==> src/rtl/cfs_fifo_unpacker_if.sv <==
// Handshake bundle for the FIFO width down-converter: word input side, slice output side.
// master = producer/consumer environment, slave = the unpacker itself.
interface cfs_fifo_unpacker_if #(
   parameter int IN_WIDTH  = 32,
   parameter int OUT_WIDTH = 8
);
   logic                 in_valid;
   logic [IN_WIDTH-1:0]  in_data;
   logic                 in_ready;
   logic                 msb_first;
   logic                 out_valid;
   logic [OUT_WIDTH-1:0] out_data;
   logic                 out_ready;
   logic                 out_last;
   logic                 busy;

   modport master (
      output in_valid, in_data, msb_first, out_ready,
      input  in_ready, out_valid, out_data, out_last, busy
   );

   modport slave (
      input  in_valid, in_data, msb_first, out_ready,
      output in_ready, out_valid, out_data, out_last, busy
   );
endinterface

==> src/rtl/cfs_fifo_unpacker.sv <==
// Width down-converter: holds one IN_WIDTH word and emits it as RATIO OUT_WIDTH slices,
// one per cycle, reloading on the last slice so consecutive words have no bubble.
module cfs_fifo_unpacker #(
   parameter int IN_WIDTH  = 32,
   parameter int OUT_WIDTH = 8
) (
   input logic                clk,
   input logic                reset_n,
   cfs_fifo_unpacker_if.slave bus
);
   localparam int OW_SAFE   = (OUT_WIDTH < 1) ? 1 : OUT_WIDTH;
   localparam int RATIO     = (IN_WIDTH / OW_SAFE < 1) ? 1 : IN_WIDTH / OW_SAFE;
   localparam int IDX_WIDTH = (RATIO > 1) ? $clog2(RATIO) : 1;
   localparam logic [IDX_WIDTH-1:0] LAST_IDX = IDX_WIDTH'(RATIO - 1);

   if (IN_WIDTH < 1 || OUT_WIDTH < 1 || (IN_WIDTH % OW_SAFE) != 0) begin : g_bad_params
      $error("cfs_fifo_unpacker: IN_WIDTH must be a nonzero multiple of OUT_WIDTH");
   end

   typedef enum logic {EMPTY = 1'b0, SEND = 1'b1} state_e;

   state_e                          state_q, state_d;
   logic [IN_WIDTH-1:0]             word_q, word_d;
   logic [IDX_WIDTH-1:0]            idx_q, idx_d;
   logic                            order_q, order_d;
   logic                            full_q;
   logic [RATIO-1:0][OUT_WIDTH-1:0] slices;
   logic [IDX_WIDTH-1:0]            sel;
   logic [OUT_WIDTH-1:0]            slice_data;
   logic                            last;
   logic                            accept;
   logic                            slice_hs;

   assign full_q = (state_q == SEND);
   assign slices = word_q;
   assign sel    = order_q ? (LAST_IDX - idx_q) : idx_q;
   assign last   = full_q & (idx_q == LAST_IDX);

   // Mux loop rather than a variable index keeps the select width-clean for any RATIO.
   always_comb begin
      slice_data = '0;
      for (int i = 0; i < RATIO; i++) begin
         if (full_q && sel == IDX_WIDTH'(i)) slice_data = slices[i];
      end
   end

   assign bus.out_valid = full_q;
   assign bus.busy      = full_q;
   assign bus.out_last  = last;
   assign bus.out_data  = slice_data;
   assign bus.in_ready  = reset_n & (~full_q | (bus.out_ready & last));

   assign accept   = bus.in_valid & bus.in_ready;
   assign slice_hs = full_q & bus.out_ready;

   always_comb begin
      state_d = state_q;
      word_d  = word_q;
      idx_d   = idx_q;
      order_d = order_q;
      // A new word wins over the retiring last slice, so the pipe never drains.
      if (accept) begin
         state_d = SEND;
         word_d  = bus.in_data;
         order_d = bus.msb_first;
         idx_d   = '0;
      end else if (slice_hs) begin
         if (last) begin
            state_d = EMPTY;
            idx_d   = '0;
         end else begin
            idx_d = idx_q + IDX_WIDTH'(1);
         end
      end
   end

   always_ff @(posedge clk) begin
      if (!reset_n) begin
         state_q <= EMPTY;
         word_q  <= '0;
         idx_q   <= '0;
         order_q <= 1'b0;
      end else begin
         state_q <= state_d;
         word_q  <= word_d;
         idx_q   <= idx_d;
         order_q <= order_d;
      end
   end
endmodule

==> src/flat_wrapper.sv <==
// flat-port wrapper written by rule: the top's interface ports become plain ports
module cfs_fifo_unpacker_flat 
#(
   parameter int IN_WIDTH  = 32,
   parameter int OUT_WIDTH = 8
)
  (clk, reset_n, bus_in_valid, bus_in_data, bus_msb_first, bus_out_ready, bus_in_ready, bus_out_valid, bus_out_data, bus_out_last, bus_busy);
  cfs_fifo_unpacker_if #(.IN_WIDTH(IN_WIDTH), .OUT_WIDTH(OUT_WIDTH)) bus_i ();
  input logic clk;
  input logic reset_n;
  input wire logic [$bits(bus_i.in_valid)-1:0] bus_in_valid;
  input wire logic [$bits(bus_i.in_data)-1:0] bus_in_data;
  input wire logic [$bits(bus_i.msb_first)-1:0] bus_msb_first;
  input wire logic [$bits(bus_i.out_ready)-1:0] bus_out_ready;
  output wire logic [$bits(bus_i.in_ready)-1:0] bus_in_ready;
  output wire logic [$bits(bus_i.out_valid)-1:0] bus_out_valid;
  output wire logic [$bits(bus_i.out_data)-1:0] bus_out_data;
  output wire logic [$bits(bus_i.out_last)-1:0] bus_out_last;
  output wire logic [$bits(bus_i.busy)-1:0] bus_busy;
  assign bus_i.in_valid = bus_in_valid;
  assign bus_i.in_data = bus_in_data;
  assign bus_i.msb_first = bus_msb_first;
  assign bus_i.out_ready = bus_out_ready;
  assign bus_in_ready = bus_i.in_ready;
  assign bus_out_valid = bus_i.out_valid;
  assign bus_out_data = bus_i.out_data;
  assign bus_out_last = bus_i.out_last;
  assign bus_busy = bus_i.busy;
  cfs_fifo_unpacker #(.IN_WIDTH(IN_WIDTH), .OUT_WIDTH(OUT_WIDTH)) u_core (.clk(clk), .reset_n(reset_n), .bus(bus_i));
endmodule
==> config.mk <==
export PLATFORM = sky130hd
export DESIGN_NAME = cfs_fifo_unpacker_flat
export DESIGN_NICKNAME = d
export VERILOG_FILES = /design/src/rtl/cfs_fifo_unpacker_if.sv /design/src/rtl/cfs_fifo_unpacker.sv /design/src/flat_wrapper.sv
export SDC_FILE = /design/constraint.sdc
export NUM_CORES = 1
export LEC_CHECK = 0
export CAP_MARGIN = 15
export CORE_MARGIN = 5
export CORE_UTILIZATION = 30
export DETAILED_ROUTE_END_ITERATION = 10
export GPL_ROUTABILITY_DRIVEN = 0
export GPL_TIMING_DRIVEN = 0
export PLACE_DENSITY = 0.59
export SYNTH_ARGS = -nofsm -noshare
export SYNTH_HDL_FRONTEND = slang
export SYNTH_SLANG_ARGS = --single-unit
==> constraint.sdc <==
create_clock -name clk -period 1.5 [get_ports clk]
set_input_delay 0.375 -clock clk [delete_from_list [all_inputs] [get_ports clk]]
set_output_delay 0.375 -clock clk [all_outputs]
set_load 0.01 [all_outputs]
==> flow_summary_export.csv, run 1 <==
group,metric,value,unit
status,outcome,"complete, but fails checks",
status,violations,"setup timing",
die,fp.dieH,93.4,um
global_route,grt_pass1_wl,8190,um
clock_network,clkSinkCount,36,
synth,yosys.area_share.simple,21.9,%
route,drtIter0Drc,49,
synth,synth_top_family_by_area,"simple AND/OR/NAND/NOR gates",
setup_path,crit_arrival,1800,ps
setup_path,start_kind,"register",
setup_path,r2r_cells,6,
synth,synth_area,2090,sq um
synth,avgSynthCellArea,9.03,sq um
power_and_ir_drop,leakage,1.45,nW
clock_network,cts_tree,"built",
global_route,grt_start_max_net_pins,11,
cells_and_area,final_cell_mix,"nand2_1, clkdlybuf4s50_1, inv_1, mux2i_1, dfxtp_1",
timing,fin_ws,-674,ps
synth,synthXorXnorAreaFrac,0.420,%
setup_path,r2r-end,"u_core.slices[10]",
clock_network,root_buffer,"clkbuf_8",
timing,skew,6.31,ps
cells_and_area,num-nets-final,336,
cells_and_area,area_growth_syn_to_layout,45.7,%
setup_path,r2r_slack,-30,ps
cells_and_area,antennaDiodeCount,0,
power_and_ir_drop,pwr-share-comb,21.4,%
worst_hold_path,worstHoldPathCells,2,
cells_and_area,layout-drive-gt1-share,22.1,%
timing,period_share,145,%
route,ant_nets,0,
setup_path,worstPathMaxFanout,6,
cells_and_area,final_cell_area,3040,sq um
setup_path,r2r_start,"u_core.idx_q[0]",
timing,slew_violations,0,
power_and_ir_drop,netSwitchingPower,0.572,mW
clock_network,postCtsHoldBufs,0,
synth,synth_top_flop_cell,"dfxtp_1",
route,drc,0,
clock_network,htree_levels,2,
placement,dpl.hpwl,3850,um
global_route,overflow,0,
route,via_count,1761,
setup_path,required,1120,ps
synth,ys_seq_area_share,34.5,%
route,dr.pass1.iters,4,
timing,setup_viol,27,
setup_path,crit_start,"u_core.idx_q[0]",
clock_network,path_clk_slew,70,ps
timing,max_slew_margin,67.8,%
power_and_ir_drop,clkPwrFrac,30.9,%
placement,postPlaceCellArea,2730,sq um
global_route,grt_pass1_vias,1671,
die,ios,49,
power_and_ir_drop,power.density,743,nW/um^2
route,wirelength,5330,um
synth,synth_compound_area_share,12.3,%
power_and_ir_drop,cellInternalPower,1.69,mW
power_and_ir_drop,ir_drop,0.350,mV
die,row_count,30,
worst_hold_path,worstHoldPathType,"register to register",
global_route,antenna_found_initial,0,
synth,synth_cell_types,37,
synth,syn_inst,231,
placement,place_ws,-1230,ps
placement,io_buffers,48,
setup_path,crit_path_end_kind,"primary output",
power_and_ir_drop,switching_share,25.3,%
timing,hold_violations,0,
die,dieArea,8720,sq um
synth,syn_nets,269,
cells_and_area,layout_commonest_cell,"nand2_1",
timing,period_needed,2170,ps
route,wl_per_cell,13.5,um
timing,tightest_slew,483,ps
global_route,grt_use_total,12.1,%
route,viasPerCell,4.46,
die,die_x,93.4,um
die,initial_utilization,30.7,%
worst_hold_path,worstHoldStart,"u_core.slices[29]",
synth,yosys_warnings,0,
power_and_ir_drop,power,2.26,mW
worst_hold_path,holdPathEnd,"u_core.slices[29]",
power_and_ir_drop,seqPwrFrac,47.7,%
synth,muxShareOfSynthArea,16.8,%
clock_network,clock_latency,280,ps
synth,ys_ff_latch,36,
timing,fmax,460,MHz
synth,synth_fa_ha_area_share,0.600,%
synth,synth_edf_count,0,
clock_network,cts_buffer_depth,2,
job,maxCapViolCount,0,
synth,synth-async-reset-ratio,0,%
clock_network,cts_buffers,5,
timing,rsz0062_at_grt,"true",
die,core,6790,sq um
setup_path,worstSetupPathType,"register to primary output",
stage by stage:
| stage | hold WS, ps | util (%) | std cells | setup TNS (ps) |
|---|---|---|---|---|
| 6_report | 464 | 44.8 | 395 | -5950 |
| 5_1_grt | 497 | 44.8 | 395 | -9510 |
| 4_1_cts | 469 | 43.4 | 392 | -5860 |
| 3_5_place_dp | 458 | 40.1 | 375 | -25010 |
| 3_3_place_gp | 452 | 40.1 | 375 | -24330 |
| 2_1_floorplan | 438 | - | 231 | -1070 |
Yosys cell counts, types with 2 or more instances:
cell type	number	area share, %
inv_1	33	5.9
or4bb_1	6	3.2
mux2i_1	34	16
nand2_1	42	7.6
buf_6	6	3.2
buf_4	5	1.8
buf_2	3	0.72
nor2b_1	3	0.90
or4b_1	7	3.4
nand3b_1	2	0.72
o2bb2ai_1	7	2.9
nor2_1	2	0.36
clkbuf_1	4	0.72
nand2b_1	7	2.1
dfxtp_1	36	35
o2111ai_1	7	2.9
a22o_1	7	2.9
layout make-up:
cell class	instances	area, sq um
Clock buffer	8	90.1
Inverter	33	124
Tap cell	96	120
Multi-Input combinational cell	142	1140
Buffer	20	231
Timing Repair Buffer	60	604
Sequential cell	36	731
Fill cell	680	3750
logic make-up (layout without fill, tap and decap cells):
logic type | count (synthesis) | in the layout
multiplexers | 35 | 35
flip-flops | 36 | 36
AO/OA/AOI/OAI | 28 | 28
buffers and inverters | 53 | 121
adder cells (fa/ha/maj) | 1 | 1
XOR/XNOR | 1 | 1
AND/OR/NAND/NOR | 77 | 77
critical path, stage by stage (launching register included):
cell	delay [ps]
dfxtp_4	360
buf_6	120
or3b_4	380
a21boi_4	190
buf_6	130
buf_6	80
o2bb2ai_2	90
buf_2	150
power by group through the flow:
| stage | clock [mW] | sequential [mW] | combinational [mW] |
|---|---|---|---|
| finish | 0.699 | 1.08 | 0.485 |
| global route | 0.767 | 1.09 | 0.529 |
| CTS | 0.726 | 1.08 | 0.462 |
| detailed placement | 0 | 1.10 | 0.435 |
| global placement | 0 | 1.10 | 0.431 |
| floorplan | 0 | 1.08 | 0.253 |
what timing repair did:
item,4_1_cts,5_1_grt
buffers inserted,9,0
endpoints found under the setup margin,45,43
gates resized for setup,62,7
pin swaps,4,1
cloned,0,3
sequential cells by signal (all words and copies together) (netlist names):
name / cells
u_core.bus.busy: 1
u_core.idx_q: 2
u_core.order_q: 1
u_core.slices: 32
metal layers:
metal | GRT usage (%) | vias to the layer above | wire length (um)
li1 | - | 916 | -
met1 | 16.0 | 805 | 2470
met2 | 19.6 | 36 | 2550
met3 | 2.41 | 4 | 255
met4 | 4.03 | 0 | 56
met5 | 0 | - | 0
how the worst max path moves through the flow:
stage	to	slack [ps]	cells past startpoint
detailed placement	bus_in_ready	-1230	5
CTS	bus_out_data[4]	-690	7
floorplan	bus_out_data[2]	-140	4
global placement	bus_in_ready	-1220	5
finish	bus_out_data[4]	-670	7
global route	bus_out_data[4]	-730	7
Note: power is estimated with default switching activity, not from simulation.
==> run 2: changes to the inputs <==
--- a/config.mk
+++ b/config.mk
@@ -11,7 +11,7 @@
 export DETAILED_ROUTE_END_ITERATION = 10
 export GPL_ROUTABILITY_DRIVEN = 0
 export GPL_TIMING_DRIVEN = 0
-export PLACE_DENSITY = 0.59
+export PLACE_DENSITY = 0.57
 export SYNTH_ARGS = -nofsm -noshare
 export SYNTH_HDL_FRONTEND = slang
 export SYNTH_SLANG_ARGS = --single-unit
==> constraint.sdc (replaced) <==
create_clock -name clk -period 2.15 [get_ports clk]
set_input_delay 0.5375 -clock clk [delete_from_list [all_inputs] [get_ports clk]]
set_output_delay 0.5375 -clock clk [all_outputs]
set_load 0.01 [all_outputs]
==> flow_summary_export.csv, run 2 (synthesized netlist as in run 1, its figures left out) <==
group,metric,value,unit
setup_path,required,1610,ps
setup_path,path_cells,"buf_6 > buf_4 > or4b_4 > o2111ai_2 > o2bb2ai_1 > buf_2",
power_and_ir_drop,seqPwrFrac,48.0,%
timing,hold_violations,0,
global_route,grt_pass1_vias,1783,
cells_and_area,layout-drive-gt1-share,24.2,%
setup_path,path_delay_family,"simple AND/OR/NAND/NOR gates",
power_and_ir_drop,netSwitchingPower,0.414,mW
clock_network,htree_levels,2,
cells_and_area,num-nets-final,335,
route,wirelength,5280,um
route,drc,0,
route,ant_nets,0,
setup_path,crit_path_end_kind,"primary output",
clock_network,clkSinkCount,36,
clock_network,cts_tree,"built",
route,viasPerCell,4.46,
global_route,grt_start_max_net_pins,19,
die,fp.dieH,93.4,um
setup_path,crit_arrival,1770,ps
clock_network,cts_buffers,5,
power_and_ir_drop,ir_drop,0.207,mV
setup_path,worstPathMaxFanout,6,
placement,dpl.hpwl,3860,um
global_route,grt_pass1_wl,8660,um
die,row_count,30,
timing,tightest_slew,526,ps
timing,rsz0062_at_grt,"true",
global_route,overflow,0,
route,wl_per_cell,13.4,um
status,violations,"setup timing",
setup_path,worstSetupPathType,"register to primary output",
setup_path,crit_slowest_cell,"or4b_4",
global_route,antenna_found_initial,0,
cells_and_area,final_cell_area,2980,sq um
setup_path,cpPeakStageDelay,530,ps
die,die_x,93.4,um
timing,fin_ws,-156,ps
timing,period_share,107,%
power_and_ir_drop,cellInternalPower,1.16,mW
clock_network,cts_buffer_depth,2,
die,dieArea,8720,sq um
route,drtIter0Drc,74,
setup_path,cp.buffers_inverters,3,
cells_and_area,largest_reg_flops,32,
setup_path,start_kind,"register",
route,via_count,1756,
timing,setup_viol,8,
placement,postPlaceCellArea,2690,sq um
clock_network,root_buffer,"clkbuf_8",
clock_network,clock_latency,290,ps
timing,fmax,434,MHz
timing,slew_violations,0,
cells_and_area,final_cell_mix,"nand2_1, clkdlybuf4s50_1, mux2i_1",
die,ios,49,
route,dr.pass1.iters,4,
power_and_ir_drop,leakage,1.41,nW
cells_and_area,area_growth_syn_to_layout,43.0,%
cells_and_area,antennaDiodeCount,0,
clock_network,postCtsHoldBufs,0,
placement,io_buffers,48,
clock_network,path_clk_slew,70,ps
timing,skew,4.86,ps
power_and_ir_drop,power.density,528,nW/um^2
timing,max_slew_margin,64.9,%
job,maxCapViolCount,0,
cells_and_area,postLayoutCoreUtil,43.9,%
cells_and_area,layout_commonest_cell,"nand2_1",
power_and_ir_drop,pwr-share-comb,20.7,%
status,outcome,"complete, but fails checks",
power_and_ir_drop,switching_share,26.3,%
die,initial_utilization,30.7,%
timing,period_needed,2310,ps
power_and_ir_drop,clkPwrFrac,31.3,%
cells_and_area,fillers,712,
global_route,grt_use_total,12.7,%
worst_hold_path,worstHoldPathType,"register to register",
die,core,6790,sq um
## run 2: layout make-up
class | count | area (sq um) | share of cell area [%]
repair buffers | 60 | 547 | 18.3
multi-input cells | 142 | 1190 | 39.8
inverters | 33 | 124 | 4.15
well taps | 96 | 120 | 4.03
clock inverters | 2 | 10.0 | 0.335
plain buffers | 19 | 185 | 6.21
flip-flops and latches | 36 | 728 | 24.4
clock buffers | 6 | 82.6 | 2.77
## run 2: layer usage
layer,share of wire (%),track usage (%),wire [um],vias up
met1,49,17.0,2570,797
li1,-,-,-,913
met4,1.7,4.03,92,0
met2,44,19.9,2330,37
met3,5.4,3.22,283,9
met5,0,0,0,-
## run 2: power groups by stage
stage                     registers [mW]  clock network [mW]  logic [mW]
after global placement             0.766                   0       0.296
after global routing               0.762               0.539       0.360
after CTS                          0.754               0.512       0.319
final                              0.756               0.494       0.326
after detailed placement           0.767                   0       0.300
after floorplan                    0.753                   0       0.172
## run 2: repair_timing
| action | in CTS | in global routing |
|---|---|---|
| resized for setup | 58 | 13 |
| buffers inserted | 10 | 1 |
| gates cloned | 1 | 0 |
| endpoints found under the hold margin | 0 | 0 |
| endpoints found under the setup margin | 10 | 10 |
| pin swaps | 13 | 4 |
## run 2: final timing paths
| path | from | to | slack, ps | depth (start not counted) |
|---|---|---|---|---|
| worst min-delay path | u_core.slices[5] | u_core.slices[5] | 470 | 2 |
| worst max-delay path | u_core.idx_q[0] | bus_out_data[7] | -160 | 6 |
| worst min register to register | u_core.slices[5] | u_core.slices[5] | 470 | 2 |
| worst max register to register | u_core.idx_q[0] | u_core.slices[12] | 620 | 6 |
## run 2: worst min-delay path: stages, from the launching register on
cell and delay, ps:
dfxtp_1 310, nand2_1 50, mux2i_1 60
## run 2: metrics by stage
| stage | setup WS, ps | std cells | power (mW) | TNS [ps] | hold slack [ps] |
|---|---|---|---|---|---|
| floorplan | 311 | 231 | 0.924 | 0 | 437 |
| global placement | -964 | 375 | 1.06 | -3680 | 450 |
| detailed placement | -956 | 375 | 1.07 | -4300 | 453 |
| CTS | -205 | 393 | 1.59 | -1230 | 467 |
| global route | -216 | 394 | 1.66 | -1560 | 505 |
| finish | -156 | 394 | 1.58 | -1060 | 468 |
